`config.mk`:
```
export PLATFORM = sky130hd
export DESIGN_NAME = ifetch_queue_flat
export DESIGN_NICKNAME = d
export VERILOG_FILES = /design/src/rtl/ifetch_queue_if.sv /design/src/rtl/ifetch_queue.sv /design/src/flat_wrapper.sv
export SDC_FILE = /design/constraint.sdc
export NUM_CORES = 1
export LEC_CHECK = 0
export CORE_UTILIZATION = 57
export DETAILED_ROUTE_END_ITERATION = 10
export GPL_TIMING_DRIVEN = 0
export PLACE_DENSITY_LB_ADDON = 0.2
export SKIP_CTS_REPAIR_TIMING = 1
export SLEW_MARGIN = 20
export SYNTH_ARGS = -nofsm -noshare
export SYNTH_HDL_FRONTEND = slang
export SYNTH_SLANG_ARGS = --single-unit
```
`constraint.sdc`:
```
create_clock -name clk -period 20.5 [get_ports clk]
set_input_delay 3.075 -clock clk [delete_from_list [all_inputs] [get_ports clk]]
set_output_delay 3.075 -clock clk [all_outputs]
set_load 0.05 [all_outputs]
```
`src/rtl/ifetch_queue_if.sv`:
```
// Fetch-stage bus bundle: redirect input, instruction-memory req/ack port,
// decode valid/ready port and queue occupancy.
interface ifetch_queue_if #(
    parameter int unsigned DEPTH = 4
);
    localparam int unsigned CW = $clog2(DEPTH) + 1;

    logic          redirect;
    logic [63:0]   redirect_pc;
    logic          mem_req;
    logic [63:0]   mem_addr;
    logic          mem_ack;
    logic [31:0]   mem_rdata;
    logic          dec_valid;
    logic [63:0]   dec_pc;
    logic [31:0]   dec_inst;
    logic          dec_ready;
    logic [CW-1:0] count;

    // Fetch-queue side
    modport master (
        input  redirect, redirect_pc, mem_ack, mem_rdata, dec_ready,
        output mem_req, mem_addr, dec_valid, dec_pc, dec_inst, count
    );

    // Memory / decode / branch-resolution side
    modport slave (
        output redirect, redirect_pc, mem_ack, mem_rdata, dec_ready,
        input  mem_req, mem_addr, dec_valid, dec_pc, dec_inst, count
    );
endinterface

```
`src/rtl/ifetch_queue.sv`:
```
// Instruction fetch stage: single-outstanding fetch FSM feeding a DEPTH-entry
// {pc, inst} prefetch FIFO; a redirect flushes the FIFO and restarts fetching.
module ifetch_queue #(
    parameter int unsigned DEPTH    = 4,
    parameter logic [63:0] RESET_PC = 64'd0
) (
    input  logic           clk,
    input  logic           reset,
    ifetch_queue_if.master bus
);
    localparam int unsigned PW = $clog2(DEPTH);
    localparam int unsigned CW = PW + 1;

    typedef enum logic [1:0] {
        S_IDLE = 2'd0,
        S_REQ  = 2'd1,
        S_DROP = 2'd2
    } state_e;

    state_e        state_q, state_d;
    logic [63:0]   addr_q, addr_d;
    logic [63:0]   pend_q, pend_d;
    logic [PW-1:0] rd_ptr_q, rd_ptr_d;
    logic [PW-1:0] wr_ptr_q, wr_ptr_d;
    logic [CW-1:0] count_q, count_d;
    logic [63:0]   pc_mem_q   [DEPTH];
    logic [31:0]   inst_mem_q [DEPTH];

    logic push_c;
    logic pop_c;

    // FIFO bookkeeping; a redirect flush overrides any push or pop
    always_comb begin
        pop_c    = (count_q != '0) & bus.dec_ready;
        push_c   = (state_q == S_REQ) & bus.mem_ack & ~bus.redirect;
        rd_ptr_d = rd_ptr_q + PW'(pop_c);
        wr_ptr_d = wr_ptr_q + PW'(push_c);
        count_d  = count_q + CW'(push_c) - CW'(pop_c);
        if (bus.redirect) begin
            rd_ptr_d = '0;
            wr_ptr_d = '0;
            count_d  = '0;
        end
    end

    // Fetch FSM: REQ is only entered or held while a queue slot is reserved
    always_comb begin
        state_d = state_q;
        addr_d  = addr_q;
        pend_d  = pend_q;
        unique case (state_q)
            S_IDLE: begin
                if (bus.redirect) begin
                    addr_d  = bus.redirect_pc;
                    state_d = S_REQ;
                end else if ((count_q != CW'(DEPTH)) || pop_c) begin
                    state_d = S_REQ;
                end
            end
            S_REQ: begin
                if (bus.redirect) begin
                    if (bus.mem_ack) begin
                        addr_d = bus.redirect_pc;
                    end else begin
                        pend_d  = bus.redirect_pc;
                        state_d = S_DROP;
                    end
                end else if (bus.mem_ack) begin
                    addr_d = addr_q + 64'd4;
                    if (count_d == CW'(DEPTH)) begin
                        state_d = S_IDLE;
                    end
                end
            end
            S_DROP: begin
                if (bus.mem_ack) begin
                    addr_d  = bus.redirect ? bus.redirect_pc : pend_q;
                    state_d = S_REQ;
                end else if (bus.redirect) begin
                    pend_d = bus.redirect_pc;
                end
            end
            default: begin
                state_d = S_IDLE;
            end
        endcase
    end

    always_ff @(posedge clk or posedge reset) begin
        if (reset) begin
            state_q  <= S_IDLE;
            addr_q   <= RESET_PC;
            pend_q   <= 64'd0;
            rd_ptr_q <= '0;
            wr_ptr_q <= '0;
            count_q  <= '0;
        end else begin
            state_q  <= state_d;
            addr_q   <= addr_d;
            pend_q   <= pend_d;
            rd_ptr_q <= rd_ptr_d;
            wr_ptr_q <= wr_ptr_d;
            count_q  <= count_d;
        end
    end

    // Entry storage; the fetched PC is the outstanding request address
    always_ff @(posedge clk or posedge reset) begin
        if (reset) begin
            pc_mem_q   <= '{default: '0};
            inst_mem_q <= '{default: '0};
        end else if (push_c) begin
            pc_mem_q[wr_ptr_q]   <= addr_q;
            inst_mem_q[wr_ptr_q] <= bus.mem_rdata;
        end
    end

    assign bus.mem_req   = (state_q != S_IDLE);
    assign bus.mem_addr  = addr_q;
    assign bus.dec_valid = (count_q != '0);
    assign bus.dec_pc    = pc_mem_q[rd_ptr_q];
    assign bus.dec_inst  = inst_mem_q[rd_ptr_q];
    assign bus.count     = count_q;

endmodule
```
`src/flat_wrapper.sv`:
```
// flat-port wrapper written by rule: the top's interface ports become plain ports
module ifetch_queue_flat 
#(
    parameter int unsigned DEPTH    = 4,
    parameter logic [63:0] RESET_PC = 64'd0
)
  (clk, reset, bus_redirect, bus_redirect_pc, bus_mem_ack, bus_mem_rdata, bus_dec_ready, bus_mem_req, bus_mem_addr, bus_dec_valid, bus_dec_pc, bus_dec_inst, bus_count);
  ifetch_queue_if #(.DEPTH(DEPTH)) bus_i ();
  input  logic clk;
  input  logic reset;
  input wire logic [$bits(bus_i.redirect)-1:0] bus_redirect;
  input wire logic [$bits(bus_i.redirect_pc)-1:0] bus_redirect_pc;
  input wire logic [$bits(bus_i.mem_ack)-1:0] bus_mem_ack;
  input wire logic [$bits(bus_i.mem_rdata)-1:0] bus_mem_rdata;
  input wire logic [$bits(bus_i.dec_ready)-1:0] bus_dec_ready;
  output wire logic [$bits(bus_i.mem_req)-1:0] bus_mem_req;
  output wire logic [$bits(bus_i.mem_addr)-1:0] bus_mem_addr;
  output wire logic [$bits(bus_i.dec_valid)-1:0] bus_dec_valid;
  output wire logic [$bits(bus_i.dec_pc)-1:0] bus_dec_pc;
  output wire logic [$bits(bus_i.dec_inst)-1:0] bus_dec_inst;
  output wire logic [$bits(bus_i.count)-1:0] bus_count;
  assign bus_i.redirect = bus_redirect;
  assign bus_i.redirect_pc = bus_redirect_pc;
  assign bus_i.mem_ack = bus_mem_ack;
  assign bus_i.mem_rdata = bus_mem_rdata;
  assign bus_i.dec_ready = bus_dec_ready;
  assign bus_mem_req = bus_i.mem_req;
  assign bus_mem_addr = bus_i.mem_addr;
  assign bus_dec_valid = bus_i.dec_valid;
  assign bus_dec_pc = bus_i.dec_pc;
  assign bus_dec_inst = bus_i.dec_inst;
  assign bus_count = bus_i.count;
  ifetch_queue #(.DEPTH(DEPTH), .RESET_PC(RESET_PC)) u_core (.clk(clk), .reset(reset), .bus(bus_i));
endmodule
```
==> impl_results.md, run 1 <==
- Outcome: finished, final reports clean
- Worst path depth: 6
- Mean Syn Cell Area: 13.1 sq um
- Post-synthesis sequential area ratio: 52.4%
- First-pass GRT wire length: 117000 um
- Setup CP Type: register to primary output
- Gr usage total: 35.3%
- Leak pwr: 13.0 nW
- Remaining DRCs: 0
- #FFs+latches synth: 521
- Clock latency on the worst-skew pair: 0.61 ns
- P_sw: 2.31 mW
- Slowest CP cell: clkdlybuf4s50_1
- WL/cell: 27.1 um
- Period minus WS final: 7.62 ns
- Initial antenna violation count: 1
- Synth area leaders: dfrtp_1, mux2_2, mux4_2
- Hold WC Path Type: register to register
- Internal power: 2.92 mW
- Total area of multi-input combinational cells: 11200 sq um
- Drt total wl: 77500 um
- R2R depth: 10
- Final global-route overflow total: 0
- RSZ-0062 raised after global routing: false
- Startpoint Class: register
- CTS tree: yes
- Post-DP HPWL: 54600 um
- Maximum fanout along the worst path: 10
- Num CTS Buffers: 54
- Post-Syn Nets: 2015
- Die Y: 211 um
- Post-synth EDFFs: 0
- Yosys top cell by area: dfrtp_1
- Synth async-reset ratio: 100%
- CTS H-tree lvls: 2
- Synth Cell Area: 24900 sq um
- PD cells: 172 nW/um^2
- Comb pwr share: 49.7%
- Clk network pwr share: 19.9%
- Site row count: 76
- Vias: 18479
- Area of the die: 44500 sq um
- Worst Skew: 0.0170 ns
- Fillers: 3059
- Slowest stage delay, CP: 0.82 ns
- Crit path top cell by count: clkbuf_1
- Crit-path leading delay family: buffers and inverters
- Port Buffers: 263
- Slew Viols, Final: 0
- Sequential share of power: 30.4%
- Worst Max-Slew Pin Slew: 1.04 ns
- IR drop worst, VDD: 0.000117 V
- Final worst-path cycle share: 37.2%
- Largest net degree at the start of global routing: 112
- Ys flop type: dfrtp_1
- Register area: 13000 sq um
- CP Capture Type: primary output
- Drt pass-1 iters: 6
- Cell Chain, Critical Path: clkbuf_1 > buf_2 > buf_1 > clkbuf_1 > mux4_2 > clkdlybuf4s50_1
- Remaining antenna violation count: 0
- Clk slew on worst S/H paths: 0.06 ns
- CTS root buffer: clkbuf_16
- Crit path arrival time: 4.55 ns
- Clk buf depth: 3
- Core Area: 43100 sq um
- Fmax: 131 MHz
- DR iter-0 viols: 1951
- Cell count of the worst hold path: 2
- Critical Path RT: 17.43 ns
- Setup violators final: 0
- Max_slew headroom: 30.3%
- Cells after synthesis: 1905
- Worst slack at placement: 13.40 ns
- Layout Nets: 2339
- Layout Utilization: 70.4%
- Design Power: 5.22 mW
- Vias per Instance: 6.47
- CTS sink count: 521
- Unique masters post-synth: 66
- Vias in the first global route: 19018
- GP Congestion: 0.978
- Top cell type's share of synthesized area: 52.4%
- Synth warnings: 0
- P&R area growth vs syn: 21.7%
- I/O pin total: 266
- Initial Util: 57.8%
- Die width: 211 um
- Share of post-route cells with drive strength above 1: 29.7%
- CP Buf/Inv Count: 5
- Fin. Hold Viols: 0
- Final Worst Setup Slack: 12.88 ns
- Max-Cap Viols: 0
- Sw Ratio: 44.2%
sequential cells by signal, summed over array words and instances, names as in the netlist:
signal / cells
u_core.rd_ptr_q: 2
u_core.pc_mem_q: 256
u_core.bus.count: 3
u_core.bus.mem_addr: 64
u_core.state_q: 2
u_core.pend_q: 64
u_core.wr_ptr_q: 2
u_core.inst_mem_q: 128
routing by layer:
layer	routed length (um)	global-route usage (%)	vias up	part of all wire, %
li1	-	-	7780	-
met1	31400	48.9	9504	41
met2	36100	55.0	993	47
met3	6900	7.17	202	8.9
met4	3060	14.0	0	3.9
met5	0	0	-	0
per-stage QoR:
| step | hold slack (ns) | cells | setup TNS [ns] | instance area [sq um] |
|---|---|---|---|---|
| after floorplan | 0.445 | 1905 | 0 | 24900 |
| after global placement | 0.458 | 2753 | -1272.19 | 28300 |
| after detailed placement | 0.466 | 2758 | 0 | 28400 |
| after CTS | 0.489 | 2856 | 0 | 30300 |
| after global routing | 0.505 | 2856 | 0 | 30300 |
| final | 0.486 | 2858 | 0 | 30300 |
layout by cell type, fill, tap and decap left out, drive strengths merged, types with 9 or more instances in the layout:
cell type / instances
inv: 22
clkdlybuf4s50: 263
nor4: 20
a221oi: 15
clkbuf: 191
nand3: 37
nor3: 28
o21ai: 137
mux2: 456
nand2: 78
dfrtp: 521
a22o: 11
nor2: 98
o211ai: 12
a22oi: 26
mux4: 96
a222oi: 9
buf: 52
a21oi: 26
nand4: 25
o2bb2ai: 11
power by group through the flow:
stage	combinational [mW]	clock [mW]	sequential, mW
floorplan	1.54	0	1.70
detailed placement	2.55	0	1.59
CTS	2.57	1.05	1.58
global route	2.70	1.09	1.62
global placement	2.51	0	1.57
finish	2.60	1.04	1.59
tightest hold or removal path, cell delays in order (launching register included):
cell	delay, ns
dfrtp_1	0.34
nand2_1	0.05
o21ai_0	0.06
cell families after synthesis:
group,after synthesis,synth area share [%]
buffers and inverters,178,2.81
AO/OA/AOI/OAI,301,7.92
flip-flops,521,52.4
XOR/XNOR,12,0.422
adder cells (fa/ha/maj),9,0.482
multiplexers,557,29.5
AND/OR/NAND/NOR,327,6.50
Yosys cell counts, drive strengths merged, types with 3 or more instances:
library cell,count
xnor2,8
a31oi,7
nand4,25
o211ai,12
o31ai,8
inv,22
dfrtp,521
o41ai,3
o2bb2ai,11
o311ai,3
and3,4
nor4b,3
or3,7
nand3,37
and4,3
buf,48
a21oi,26
xor2,4
or4,6
o31a,5
mux4,96
a22oi,26
nor3,28
nor2,98
clkbuf,108
o21ai,137
mux2,456
and2,4
a221oi,15
a221o,8
nand2,78
nor4,20
nor2b,7
mux2i,5
ha,8
a222oi,9
a22o,11
nor3b,3
path summary, 6_finish.rpt:
check                                                       from                                   to  slack, ns
worst max register to register     u_core.state_q[1]$_DFFE_PP0P_      u_core.pc_mem_q[37]$_DFFE_PP0P_      16.57
worst max-delay path                u_core.rd_ptr_q[0]$_DFF_PP0_                       bus_dec_pc[53]      12.88
worst min-delay path            u_core.pc_mem_q[174]$_DFFE_PP0P_     u_core.pc_mem_q[174]$_DFFE_PP0P_       0.49
worst min register to register  u_core.pc_mem_q[174]$_DFFE_PP0P_     u_core.pc_mem_q[174]$_DFFE_PP0P_       0.49
min in group asynchronous                                  reset     u_core.pc_mem_q[251]$_DFFE_PP0P_       2.92
max in group asynchronous                                  reset  u_core.bus.mem_addr[16]$_DFFE_PP0P_      15.77
cell type report:
class	instances	share of cell area [%]
Tap cell	585	2.41
Inverter	22	0.297
Clock inverter	16	0.933
Clock buffer	82	5.28
Multi-Input combinational cell	1206	36.9
Timing Repair Buffer	268	9.14
Buffer	156	2.04
Sequential cell	521	43.0
Antenna cell	2	0.0165
(Power assumes the default switching activity.)
==> run 2, diff against run 1 <==
==> constraint.sdc (replaced) <==
create_clock -name clk -period 7.1 [get_ports clk]
set_input_delay 1.065 -clock clk [delete_from_list [all_inputs] [get_ports clk]]
set_output_delay 1.065 -clock clk [all_outputs]
set_load 0.05 [all_outputs]
==> run 2 against run 1 <==
Critical path depth stayed put. Utilization up 0.71 points. Sequential share of layout area shrank 0.43 points. Total power grew to 2.9 times the previous value. Clock skew about the same. Combinational power rose to 2.9 times the previous value. Critical path type unchanged. Highest routed layer is now met5.
==> impl_results.md, run 2 (synthesis gave the netlist of run 1 again) <==
- Outcome: finished, final reports clean
- WL met3: 6670 um (-3.3%)
- Placed Instances: 2770 (+0.44%)
- Period minus WS final: 5.60 ns
- Top Registers: u_core.pc_mem_q (256), u_core.inst_mem_q (128)
- CP Buf/Inv Count: 5 (unchanged)
- Layout Nets: 2352 (+0.56%)
- Slew Viols, Final: 0 (unchanged)
- Layout Utilization: 71.1% (+0.71 points)
- Setup CP Type: register to primary output
- Hold WC Path Type: register to register
- Top reg by flops: u_core.pc_mem_q
- Routed length on met1: 32100 um (+2.0%)
- Final worst-path cycle share: 78.9%
- P&R area growth vs syn: 23.0%
- Most frequent cells in the layout: dfrtp_1, mux2_2, clkdlybuf4s50_1, o21ai_0, clkbuf_1
- Site row count: 76 (unchanged)
- Drt total wl: 78400 um (+1.1%)
- Crit path top cell by count: clkbuf_1
- DR iter-0 viols: 1937 (-0.72%)
- CP Capture Type: primary output
- Max reg flops: 256 (unchanged)
- Clock latency on the worst-skew pair: 0.62 ns (about the same)
- IR drop worst, VDD: 0.000326 V (+180%)
- CTS H-tree lvls: 2 (unchanged)
- WL/cell: 27.3 um (+0.58%)
- Clk buf depth: 3 (unchanged)
- Worst Max-Slew Pin Slew: 1.08 ns (+0.0399 ns)
- Initial antenna violation count: 3 (+2)
- Register area: 13000 sq um (unchanged)
- RSZ-0062 raised after global routing: false
- Vias in the first global route: 19360 (+1.8%)
- Max_slew headroom: 27.9% (-2.4 points)
- Slowest CP cell: clkdlybuf4s50_1
- Worst slack at placement: 2.10 ns (-11.30 ns)
- Die Y: 211 um (unchanged)
- Critical Path RT: 6.03 ns (-11.40 ns)
- Cell Chain, Critical Path: clkbuf_1 > buf_2 > buf_1 > clkbuf_1 > mux4_2 > clkdlybuf4s50_1
- Clk slew on worst S/H paths: 0.06 ns (about the same)
- PD cells: 497 nW/um^2 (+190%)
- Startpoint Class: register
- Met2 Routed Length: 36400 um (+0.74%)
- Post-DP HPWL: 55900 um (+2.4%)
- Largest net degree at the start of global routing: 37 (-67%)
- GP Congestion: 0.970 (-0.87%)
- Top Metal Used: met5
- CTS tree: yes
- Final global-route overflow total: 0 (unchanged)
- Num CTS Buffers: 55 (+1.9%)
- First-pass GRT wire length: 118000 um (+0.85%)
- Max-Cap Viols: 0 (unchanged)
- Total area of multi-input combinational cells: 11200 sq um (unchanged)
- Vias: 18750 (+1.5%)
- Vias per Instance: 6.52 (+0.90%)
- Fillers: 3035 (-0.78%)
- Fmax: 178 MHz
- Leak pwr: 13.2 nW (+1.2%)
- Initial Util: 57.8% (unchanged)
- Port Buffers: 263 (unchanged)
- Maximum fanout along the worst path: 10 (unchanged)
- Drt pass-1 iters: 6 (unchanged)
- Gr usage total: 35.6% (+0.27 points)
- Fin. Hold Viols: 0 (unchanged)
- Setup violators final: 0 (unchanged)
- Share of post-route cells with drive strength above 1: 30.4% (+0.71 points)
- I/O pin total: 266 (unchanged)
- Core Area: 43100 sq um (unchanged)
- Slowest stage delay, CP: 0.85 ns (+0.03 ns)
- Crit-path leading delay family: buffers and inverters
- Final Worst Setup Slack: 1.50 ns (-11.38 ns)
- Worst Skew: 0.0166 ns (-0.000430 ns)
- CTS root buffer: clkbuf_16
- Most common cell after layout, fill and taps aside: dfrtp_1
- CTS sink count: 521 (unchanged)
- Die width: 211 um (unchanged)
- Remaining antenna violation count: 0 (unchanged)
- Area of the die: 44500 sq um (unchanged)
- Remaining DRCs: 0 (unchanged)
- Crit path arrival time: 4.54 ns (about the same)
- Non-Filler Instances: 2874 (+0.56%)
==> run 2: cell count changes in the layout (fill, tap and decap cells not counted) <==
cell	before	now
bufinv_16	7	9
clkbuf_8	10	14
buf_16	5	3
clkbuf_1	123	118
inv_8	1	0
inv_6	0	1
inv_16	0	1
buf_12	0	14
clkinv_2	7	10
clkinv_16	1	0
clkinv_4	0	1
clkbuf_16	56	55
==> run 2: final cells by class <==
type	count	share of cell area [%]
multi-input combinational	1206	36.5
inverter	22	0.282
tap	585	2.39
clock buffer	80	5.26
sequential	521	42.6
buffer	156	2.02
clock inverter	22	1.17
timing repair buffer	280	9.78
antenna	2	0.0163
==> run 2: routing by layer <==
layer  vias up  global-route usage [%]
li1       7802                       -
met1      9670                    49.4
met2      1051                    55.3
met3       225                    6.87
met4         2                    14.6
met5         -                       0
==> run 2: where the power goes <==
group	internal, mW	total, mW	switching, mW	leakage (nW)
Sequential	3.87	4.59	0.720	6.84
Clock	1.90	3.12	1.22	0.976
Combinational	2.76	7.52	4.76	5.35
==> run 2: path summary, 6_finish.rpt <==
path / from / slack, ns / cells past startpoint / endpoint
max: u_core.rd_ptr_q[0]$_DFF_PP0_ / 1.50 / 6 / bus_dec_pc[53]
min: u_core.pc_mem_q[56]$_DFFE_PP0P_ / 0.48 / 2 / u_core.pc_mem_q[56]$_DFFE_PP0P_
max reg2reg: u_core.state_q[1]$_DFFE_PP0P_ / 3.17 / 8 / u_core.inst_mem_q[120]$_DFFE_PP0P_
min reg2reg: u_core.pc_mem_q[56]$_DFFE_PP0P_ / 0.48 / 2 / u_core.pc_mem_q[56]$_DFFE_PP0P_
max in group asynchronous: reset / 4.39 / 8 / u_core.pc_mem_q[81]$_DFFE_PP0P_
min in group asynchronous: reset / 0.89 / 2 / u_core.pc_mem_q[123]$_DFFE_PP0P_
==> run 2: tightest hold or removal path, stage by stage (launching register included) <==
cell	delay, ns
dfrtp_1	0.34
nand2_1	0.05
o21ai_0	0.06
==> run 2: stage by stage <==
stage	power, mW	cell area (sq um)	TNS (ns)	hold WS, ns
2_1_floorplan	9.35	24900	-543.51	0.445
3_3_place_gp	11.8	28300	-2098.05	0.457
3_5_place_dp	12.0	28600	0	0.466
4_1_cts	15.1	30600	0	0.480
5_1_grt	15.7	30600	0	0.511
6_report	15.2	30600	0	0.476
